File: config.mk
export PLATFORM = sky130hd
export DESIGN_NAME = clk_div_bank
export DESIGN_NICKNAME = d
export VERILOG_FILES = /design/src/rtl/clk_div_bank.sv
export SDC_FILE = /design/constraint.sdc
export NUM_CORES = 1
export LEC_CHECK = 0
export CAP_MARGIN = 20
export CORE_UTILIZATION = 50
export CTS_BUF_LIST = sky130_fd_sc_hd__clkbuf_8
export DETAILED_ROUTE_END_ITERATION = 10
export GPL_ROUTABILITY_DRIVEN = 0
export HOLD_SLACK_MARGIN = 0.06
export PLACE_DENSITY = 0.71
export SKIP_LAST_GASP = 1
export SLEW_MARGIN = 20
export SYNTH_ARGS = -nofsm -noshare
export SYNTH_HDL_FRONTEND = slang
export SYNTH_SLANG_ARGS = --single-unit
File: constraint.sdc
create_clock -name clk -period 13.7 [get_ports clk]
set_clock_uncertainty 0.1 [all_clocks]
set_input_delay 2.74 -clock clk [delete_from_list [all_inputs] [get_ports clk]]
set_output_delay 2.74 -clock clk [all_outputs]
set_load 0.005 [all_outputs]
File: src/rtl/clk_div_bank.sv
// clk_div_bank: bank of NUM_CH independent programmable clock dividers.
// Each channel toggles clk_o every D+1 enabled cycles (half-period D+1).
// Ports:
//   clk, rst       - clock, asynchronous active-high reset
//   sync_i         - (only with CLKDIV_SYNC_EN) restart all channels in phase
//   en_i[i]        - channel run enable; low holds cnt/clk_o/tick_o at 0
//   load_i[i]      - capture div_i slice i as a pending divisor
//   div_i          - packed divisors, channel i at [i*WIDTH +: WIDTH]
//   clk_o[i]       - registered divided clock
//   tick_o[i]      - one-cycle strobe aligned with the rising clk_o[i]
//   pend_o[i]      - a loaded divisor is waiting for the next toggle/restart
// Optional feature macro: CLKDIV_SYNC_EN (adds sync_i).
module clk_div_bank #(
    parameter int NUM_CH      = 4,
    parameter int WIDTH       = 26,
    parameter int DEFAULT_DIV = 1
) (
    input  logic                    clk,
    input  logic                    rst,
`ifdef CLKDIV_SYNC_EN
    input  logic                    sync_i,
`endif
    input  logic [NUM_CH-1:0]       en_i,
    input  logic [NUM_CH-1:0]       load_i,
    input  logic [NUM_CH*WIDTH-1:0] div_i,
    output logic [NUM_CH-1:0]       clk_o,
    output logic [NUM_CH-1:0]       tick_o,
    output logic [NUM_CH-1:0]       pend_o
);

    localparam logic [WIDTH-1:0] DEF = WIDTH'(DEFAULT_DIV);

    logic sync;
`ifdef CLKDIV_SYNC_EN
    assign sync = sync_i;
`else
    assign sync = 1'b0;
`endif

    for (genvar i = 0; i < NUM_CH; i++) begin : g_ch
        logic [WIDTH-1:0] div_q, div_d;
        logic [WIDTH-1:0] pdiv_q, pdiv_d;
        logic [WIDTH-1:0] cnt_q, cnt_d;
        logic             clk_q, clk_d;
        logic             tick_q, tick_d;
        logic             pend_q, pend_d;
        logic             restart;
        logic             hit;

        // A disabled channel behaves like a continuous restart.
        assign restart = sync | ~en_i[i];
        // cnt never passes div_q, so the full WIDTH range is usable.
        assign hit     = (cnt_q == div_q);

        always_comb begin
            div_d  = div_q;
            pdiv_d = pdiv_q;
            pend_d = pend_q;
            cnt_d  = cnt_q;
            clk_d  = clk_q;
            tick_d = 1'b0;

            if (restart) begin
                cnt_d = '0;
                clk_d = 1'b0;
            end else if (hit) begin
                cnt_d  = '0;
                clk_d  = ~clk_q;
                tick_d = ~clk_q;
            end else begin
                cnt_d = cnt_q + WIDTH'(1);
            end

            // Pending divisor only swaps in at a period boundary.
            if ((restart || hit) && pend_q) begin
                div_d  = pdiv_q;
                pend_d = 1'b0;
            end

            // A load on the swap edge stays pending for the next boundary.
            if (load_i[i]) begin
                pdiv_d = div_i[i*WIDTH +: WIDTH];
                pend_d = 1'b1;
            end
        end

        always_ff @(posedge clk or posedge rst) begin
            if (rst) begin
                div_q  <= DEF;
                pdiv_q <= DEF;
                pend_q <= 1'b0;
                cnt_q  <= '0;
                clk_q  <= 1'b0;
                tick_q <= 1'b0;
            end else begin
                div_q  <= div_d;
                pdiv_q <= pdiv_d;
                pend_q <= pend_d;
                cnt_q  <= cnt_d;
                clk_q  <= clk_d;
                tick_q <= tick_d;
            end
        end

        assign clk_o[i]  = clk_q;
        assign tick_o[i] = tick_q;
        assign pend_o[i] = pend_q;
    end

endmodule

==> run summary, run 1 <==
The critical path goes through clkdlybuf4s50_1. The number of gates on the worst path with buffers counted came out at 1. The total number of vias came out at between 8000 and 9000.

The detail-routed via count per cell came out at 5.106. The number of antenna diodes is 0. The clock transition time at the flip-flop clock pins of the worst setup and hold paths is approximately 0.06 ns. In this run, synthesis produced a sequential element count of ~320. For the pin with the worst max-slew slack, the measured transition is roughly 1.2 ns. The post-place setup slack came out at between 8 and 9 ns.

The worst setup path is launched from a flop. TritonCTS built the clock tree. In the final layout, flip-flops and latches occupy a little over 8000 µm². The routed design has 25740 µm of wire.

The row count came out at a little over 60. The die is ~170 µm wide. Along the worst hold path, the cell count comes to 1.

The global-route met1 utilization came out at 0.2456. Dividing the detail-routed wire length by the instance count gives about 15 µm. The tool flagged a number of max-cap violations equal to 0. Data on the critical path arrives at its endpoint at approximately 1.5 ns. The number of nets in the finished design is ~1400. The summed instance area of the synthesized netlist is between 10000 and 15000 µm². The proportion of layout cells with a drive suffix above 1 is 0.2473.

In this run the deepest clock path goes through 3 buffers. The cell family contributing the most delay on the critical path is buffers and inverters. The smallest setup slack after layout came out at about 9.4 ns. The count of unique library cells instantiated by Yosys is 39. After global routing the overflow that remains totals 0. In the layout the commonest cells are 316 x sky130_fd_sc_hd__dfrtp_1, 166 x sky130_fd_sc_hd__mux2_2, 126 x sky130_fd_sc_hd__nor2_1, 125 x sky130_fd_sc_hd__clkdlybuf4s50_1, 115 x sky130_fd_sc_hd__xnor2_1. The worst supply voltage drop on vdd is 0.07991 mV. The post-route clock period utilization came out at 0.3161. The die covers around 30000 µm². The total track usage came out at 0.1780. The total number of yosys warnings came out at 0. The first detailed-routing pass took 6 iterations. The largest fanout of any net on the critical path is 3. Data on the critical path is required at its endpoint by approximately 11 ns.

The area of the multi-input gates is between 6000 and 7000 µm². The net count after synthesis came out at about 1300. The area added between synthesis and finish is 17.56%. The later pin in the worst-skew pair is clocked with a latency of roughly 0.57 ns.

The number of buffers created by CTS came out at 53. The count of buffers inserted at the top-level ports is roughly 130. During I/O placement, the number of pins put on the boundary was 126. The number of cell instances on the worst register-to-register path is 6. The post-placement cell count is about 1600. The effective utilization at floorplan is 0.5107. From bottom edge to top edge, the die measures between 150 and 200 µm.

The H-tree depth is 2. Once detail routing completed, the nets flagged for antenna violations numbered 0. After routing, the total negative slack on setup checks comes to 0 ns. The final standard cell count with taps included and fillers excluded is roughly 1700.

The post-cts sizing count is 0. The first global-routing pass estimated around 44000 µm of wire. The worst setup path is captured at an output pin.

Measured on the finished design, the core utilization comes to 0.6003. The number of global-route vias before repair was about 9000. The power per standard cell area is roughly 130 nW/µm². The number of hold buffers added after CTS is 0. The run finished with clean final reports. A synthesized cell averages 12.87 µm². The largest net degree at the start of global routing came out at 135.

The met2 capacity usage during global routing is 0.2871. The critical path in this run is classified as reg -> out. Leaving out fill and tap cells, the most frequent cell in the layout is sky130_fd_sc_hd__dfrtp_1. The relative slew slack came out at 0.2110. The largest stage delay on the critical path is about 0.52 ns. The most heavily used metal layer in global routing is met2. The count of filler cells inserted in the layout is roughly 2300.

The HPWL after detailed placement is ~17000 µm. The worst hold-check path type is reg -> reg. The number of pins exceeding their max-slew limit in the final report came out at 0. Synthesis handed over a netlist of 1142 instances. The final hold violation count came out at 0. The worst path buffer plus inverter count came out at 1.

The worst-case hold slack is just under 0.4 ns. For this design, the slowest cell found on the critical path is sky130_fd_sc_hd__clkdlybuf4s50_1. The global routing usage on met3 is 0.03070. The cell sitting at the root of the clock tree is a sky130_fd_sc_hd__clkbuf_8. The setup violation total in the final timing report is 0. The maximum achievable frequency is roughly 230 MHz. The register area share after synthesis came out at 0.5524.

The core footprint came out at between 20000 and 30000 µm². The analysis attributes to cell leakage a power of 7.380 nW. The count of buffers added by post-CTS timing repair for setup is 0. The total clock sinks came out at 324. The final critical path time including I/O delays and setup is 4.331 ns.

Setup repair after global routing left no endpoint under its margin. The remaining routing DRC violations came out at 0. The initial antenna violation count is 0. In this run, the number of DRC markers left after iteration 0 of detailed routing was approximately 310.
==> final timing paths <==
check,slack (ns),end,startpoint
worst max-delay path,9.37,pend_o[0],g_ch[0].pend_q
worst min-delay path,0.39,g_ch[3].div_q[14],g_ch[3].pdiv_q[14]
worst max register to register,11.10,g_ch[3].cnt_q[24],g_ch[3].cnt_q[0]
max in group asynchronous,9.43,g_ch[3].pdiv_q[3],rst
min in group asynchronous,2.64,g_ch[1].pdiv_q[21],rst
worst min register to register,0.39,g_ch[3].div_q[14],g_ch[3].pdiv_q[14]
==> cell type report <==
cell class,instances,share of cell area
Clock inverter,26,0.007459
Inverter,18,0.004345
Timing Repair Buffer,134,0.07633
Clock buffer,71,0.05656
Multi-Input combinational cell,745,0.3577
Sequential cell,324,0.4698
Tap cell,384,0.02781
==> state kept, by name, indices dropped and copies added, names as in the netlist <==
register and flops:
g_ch.clk_q 4, g_ch.cnt_q 104, g_ch.div_q 104, g_ch.pdiv_q 104, g_ch.pend_q 4, g_ch.tick_q 4
==> metal layers <==
metal / share of wire / wire (µm)
met2: 0.47 / 11990
met5: 0 / 0
met3: 0.040 / 1036
met1: 0.47 / 12130
met4: 0.023 / 589
==> cell usage after synthesis <==
| library cell | count | area [µm²] |
|---|---|---|
| sky130_fd_sc_hd__nor2b_1 | 1 | 6.260 |
| sky130_fd_sc_hd__clkbuf_2 | 2 | 10.01 |
| sky130_fd_sc_hd__or3_1 | 1 | 6.260 |
| sky130_fd_sc_hd__ha_1 | 4 | 50.05 |
| sky130_fd_sc_hd__nand4b_1 | 1 | 8.760 |
| sky130_fd_sc_hd__and2_1 | 4 | 25.02 |
| sky130_fd_sc_hd__mux2_2 | 166 | 1869 |
| sky130_fd_sc_hd__dfrtp_1 | 316 | 7908 |
| sky130_fd_sc_hd__a31oi_1 | 4 | 25.02 |
| sky130_fd_sc_hd__a31o_2 | 4 | 35.03 |
| sky130_fd_sc_hd__or2_2 | 5 | 31.28 |
| sky130_fd_sc_hd__nand4_1 | 46 | 287.8 |
| sky130_fd_sc_hd__buf_4 | 12 | 90.09 |
| sky130_fd_sc_hd__nand2_1 | 35 | 131.4 |
| sky130_fd_sc_hd__and4bb_2 | 1 | 12.51 |
| sky130_fd_sc_hd__nor3b_1 | 1 | 7.510 |
| sky130_fd_sc_hd__buf_6 | 9 | 101.4 |
| sky130_fd_sc_hd__mux2_1 | 2 | 22.52 |
| sky130_fd_sc_hd__nand3_1 | 42 | 210.2 |
| sky130_fd_sc_hd__nor4_2 | 7 | 87.58 |
| sky130_fd_sc_hd__nor2_1 | 126 | 473.0 |
| sky130_fd_sc_hd__xor2_1 | 84 | 735.7 |
| sky130_fd_sc_hd__nor4_4 | 5 | 106.4 |
| sky130_fd_sc_hd__a21oi_1 | 1 | 5.000 |
| sky130_fd_sc_hd__and3_1 | 17 | 106.4 |
| sky130_fd_sc_hd__o21ai_0 | 1 | 5.000 |
| sky130_fd_sc_hd__a41oi_4 | 4 | 110.1 |
| sky130_fd_sc_hd__nor4_1 | 3 | 18.77 |
| sky130_fd_sc_hd__mux2_4 | 40 | 600.6 |
| sky130_fd_sc_hd__and4_1 | 13 | 113.9 |
| sky130_fd_sc_hd__inv_1 | 18 | 67.56 |
| sky130_fd_sc_hd__buf_1 | 3 | 11.26 |
| sky130_fd_sc_hd__nor3_1 | 7 | 35.03 |
| sky130_fd_sc_hd__o21bai_1 | 4 | 30.03 |
| sky130_fd_sc_hd__clkbuf_1 | 16 | 60.06 |
| sky130_fd_sc_hd__and4_2 | 1 | 10.01 |
| sky130_fd_sc_hd__buf_2 | 13 | 65.06 |
| sky130_fd_sc_hd__xnor2_1 | 115 | 1007 |
| sky130_fd_sc_hd__dfstp_2 | 8 | 210.2 |
==> worst reg2reg max path, stage by stage, from the launching register on <==
cell,delay (ns)
sky130_fd_sc_hd__dfrtp_1,0.42
sky130_fd_sc_hd__ha_1,0.26
sky130_fd_sc_hd__nand4_1,0.18
sky130_fd_sc_hd__nor4_1,1.01
sky130_fd_sc_hd__nand4_1,0.24
sky130_fd_sc_hd__xor2_1,0.19
sky130_fd_sc_hd__nor2_1,0.06
==> logic make-up after synthesis <==
group                      count (synthesis)  share of synthesized area
AOI/OAI and AO/OA                         18                    0.01430
buffers and inverters                     73                    0.02758
muxes                                    208                     0.1696
xor gates and xnor gates                 199                     0.1186
DFF                                      324                     0.5524
adders and majority gates                  4                   0.003406
and+or+nand+nor                          316                     0.1142
==> power breakdown <==
group	total, W	switching, W	internal, W
sequential	0.00112	0.0000688	0.00106
clock	0.000844	0.000367	0.000478
combinational	0.000270	0.000102	0.000168
total	0.00224	0.000538	0.00170
==> through the flow <==
step | area, µm² | total power, W
finish | 17280 | 0.002239
global placement | 16170 | 0.001406
detailed placement | 16170 | 0.001415
global route | 17280 | 0.002354
CTS | 17270 | 0.002274
floorplan | 14700 | 0.001330
(Power assumes the default switching activity.)
==> run 2: changes to the inputs <==
clock period = 4.1 ns   (was 13.7 ns; I/O delays follow)
==> run summary, run 2 (synthesis results as in run 1) <==
The boundary pin count is 126 (unchanged). The overall die height came out at 173.4 µm (unchanged). The largest fanout of any net on the critical path came out at 17 (+14). The library cell used most frequently in the layout, excluding fill and tap cells, is sky130_fd_sc_hd__dfrtp_1. The initial antenna violation count came to 0 (unchanged). The H-tree depth came out at 2 (unchanged). The width of the die is 173.4 µm (unchanged). The global-route wire length before repair came out at 45040 µm (+1.9%). The data arrival time of the worst path is 2.97 ns (+1.48 ns).

The worst reg2reg path startpoint is g_ch[0].cnt_q[3]. The TritonCTS clock tree is yes. The effective utilization at floorplan came out at 0.5107 (unchanged). The post-route clock period utilization is 0.6426. The detail-routed via count per cell is 5.090 (-0.31%). The final hold violation count is 0 (unchanged). The core footprint came out at 28780 µm² (unchanged).

The number of hold buffers added after CTS came out at 0 (unchanged). The max-capacitance violation count is 0 (unchanged). Setup repair after global routing left no endpoint under its margin. Timing would allow up to roughly 380 MHz.

The total length of routed wires was 25980 µm (+0.95%). The row count is 62 (unchanged). The remaining routing DRC violations is 0 (unchanged).

The largest registers in the layout are g_ch.cnt_q: 104 flops, g_ch.div_q: 104 flops, g_ch.pdiv_q: 104 flops. The min-delay analysis places its worst path in the category reg -> reg. The data required time of the critical path is 4.44 ns (-6.42 ns). The post-cts sizing count is 0 (unchanged). The number of cell instances on the worst register-to-register path is 6 (unchanged).

The clock latency reported for the late side of the worst-skew pair is 0.57 ns (about the same). The cell leakage power came out at 7.391 nW (+0.15%). The count of filler cells inserted in the layout came out at 2327 (+1.9%). The total track usage came out at 0.1809 (+0.002928).

The average detailed-routed wire length per instance is 15.27 µm (+0.95%). The clock transition time at the flip-flop clock pins of the worst setup and hold paths came out at 0.06 ns (about the same). The number of buffers created by CTS came out at 54 (+1.9%).

The count of buffers added by post-CTS timing repair for setup came to 0 (unchanged). The number of pins exceeding their max-slew limit in the final report is 0 (unchanged). The HPWL after detailed placement is 17240 µm (+1.3%). The worst supply voltage drop on vdd is 0.3433 mV (+330%).

The relative slew slack is 0.2664 (+0.05538). The final critical path time including I/O delays and setup came out at between 2 and 3 ns. The worst setup path is launched from a flop. The total congestion overflow came out at 0 (unchanged). The transition time at the pin with the least slew margin came out at 1.090 ns (-0.08231 ns). The post-route antenna net violation count is 0 (unchanged). The total number of vias was 8663 (-0.31%).

The library cells used most frequently in the layout, excluding fill and tap cells, are 316 x sky130_fd_sc_hd__dfrtp_1, 166 x sky130_fd_sc_hd__mux2_2, 126 x sky130_fd_sc_hd__nor2_1, 124 x sky130_fd_sc_hd__clkdlybuf4s50_1, 115 x sky130_fd_sc_hd__xnor2_1. The number of violations reported at the end of detailed-routing iteration 0 is 363 (+16%). The overall die area is 30080 µm² (unchanged). The number of antenna diodes is 0 (unchanged). The largest net degree at the start of global routing is 158 (+17%). The hold path startpoint is g_ch[0].pdiv_q[17]. The sum of negative setup slack came out at 0 ns (unchanged). The first element of the critical path is g_ch[0].cnt_q[3]. The number of global-route vias before repair is 9163 (+1.5%).

The root buffer cell chosen for the clock tree is sky130_fd_sc_hd__clkbuf_8. The number of cells on the worst hold path came out at 1 (unchanged). The worst-case hold slack came out at 0.3951 ns (+0.009452 ns). The setup violation total in the final timing report is 0 (unchanged). The proportion of layout cells with a drive suffix above 1 is 0.2534 (+0.006070). The area added between synthesis and finish is 17.99%. The count of buffers inserted at the top-level ports was 125 (unchanged). The power per standard cell area is 435.0 nW/µm² (+240%). The buffer depth of the longest clock path was 3 (unchanged). The worst setup path is captured at a flop. The share of the core filled with cells came out at 0.6025 (+0.002174).

The flow ran to the end, and the final reports show no timing, DRC or antenna violations. The number of iterations in the first detailed-routing pass is 4 (-2). The total clock sinks came out at 324 (unchanged). The number of nets in the finished design is 1395 (+0.072%).

By startpoint and endpoint, the worst setup path is classified as reg -> reg.
[run 2: worst max-delay path, cell delays in order, from the launching register on]
cell and delay (ns):
sky130_fd_sc_hd__dfrtp_1 0.44, sky130_fd_sc_hd__xnor2_1 0.27, sky130_fd_sc_hd__nand4_1 0.18, sky130_fd_sc_hd__nor4_4 0.48
sky130_fd_sc_hd__a41oi_4 0.35, sky130_fd_sc_hd__buf_4 0.35, sky130_fd_sc_hd__mux2_4 0.33
[run 2: layout make-up]
cell class / instances / area, µm² / share of cell area
flip-flops and latches: 324 / 8118 / 0.4681
multi-input cells: 745 / 6180 / 0.3564
repair buffers: 134 / 1351 / 0.07793
clock buffers: 77 / 1060 / 0.06112
well taps: 384 / 480.5 / 0.02771
clock inverters: 20 / 80.08 / 0.004618
inverters: 18 / 71.32 / 0.004113
[run 2: stage by stage]
stage               setup WS, ns  instance area (µm²)  cells  total power [W]
global placement           1.229                16200   1605         0.004706
global route               1.361                17340   1702         0.007920
finish                     1.465                17340   1702         0.007543
detailed placement         1.199                16190   1605         0.004736
CTS                        1.472                17330   1702         0.007665
floorplan                 -1.136                14700   1142         0.004446
[run 2: worst paths after layout]
path                                      end  slack, ns
min in group asynchronous  g_ch[1].pdiv_q[21]       0.60
max in group asynchronous    g_ch[3].div_q[6]       2.49
hold reg to reg             g_ch[0].div_q[17]       0.40
setup / recovery            g_ch[0].div_q[18]       1.47
hold / removal              g_ch[0].div_q[17]       0.40
setup reg to reg            g_ch[0].div_q[18]       1.47
[run 2: report_power, final]
group | switching [W] | internal [W]
Combinational | 0.000346 | 0.000564
Sequential | 0.000229 | 0.00353
Clock | 0.00123 | 0.00165
Total | 0.00180 | 0.00574
[run 2: metal layers]
metal | GRT usage | vias up | share of wire
met3 | 0.03640 | 45 | 0.042
met4 | 0.05531 | 0 | 0.020
li1 | - | 4193 | -
met2 | 0.2893 | 142 | 0.47
met5 | 0 | - | 0
met1 | 0.2492 | 4283 | 0.47
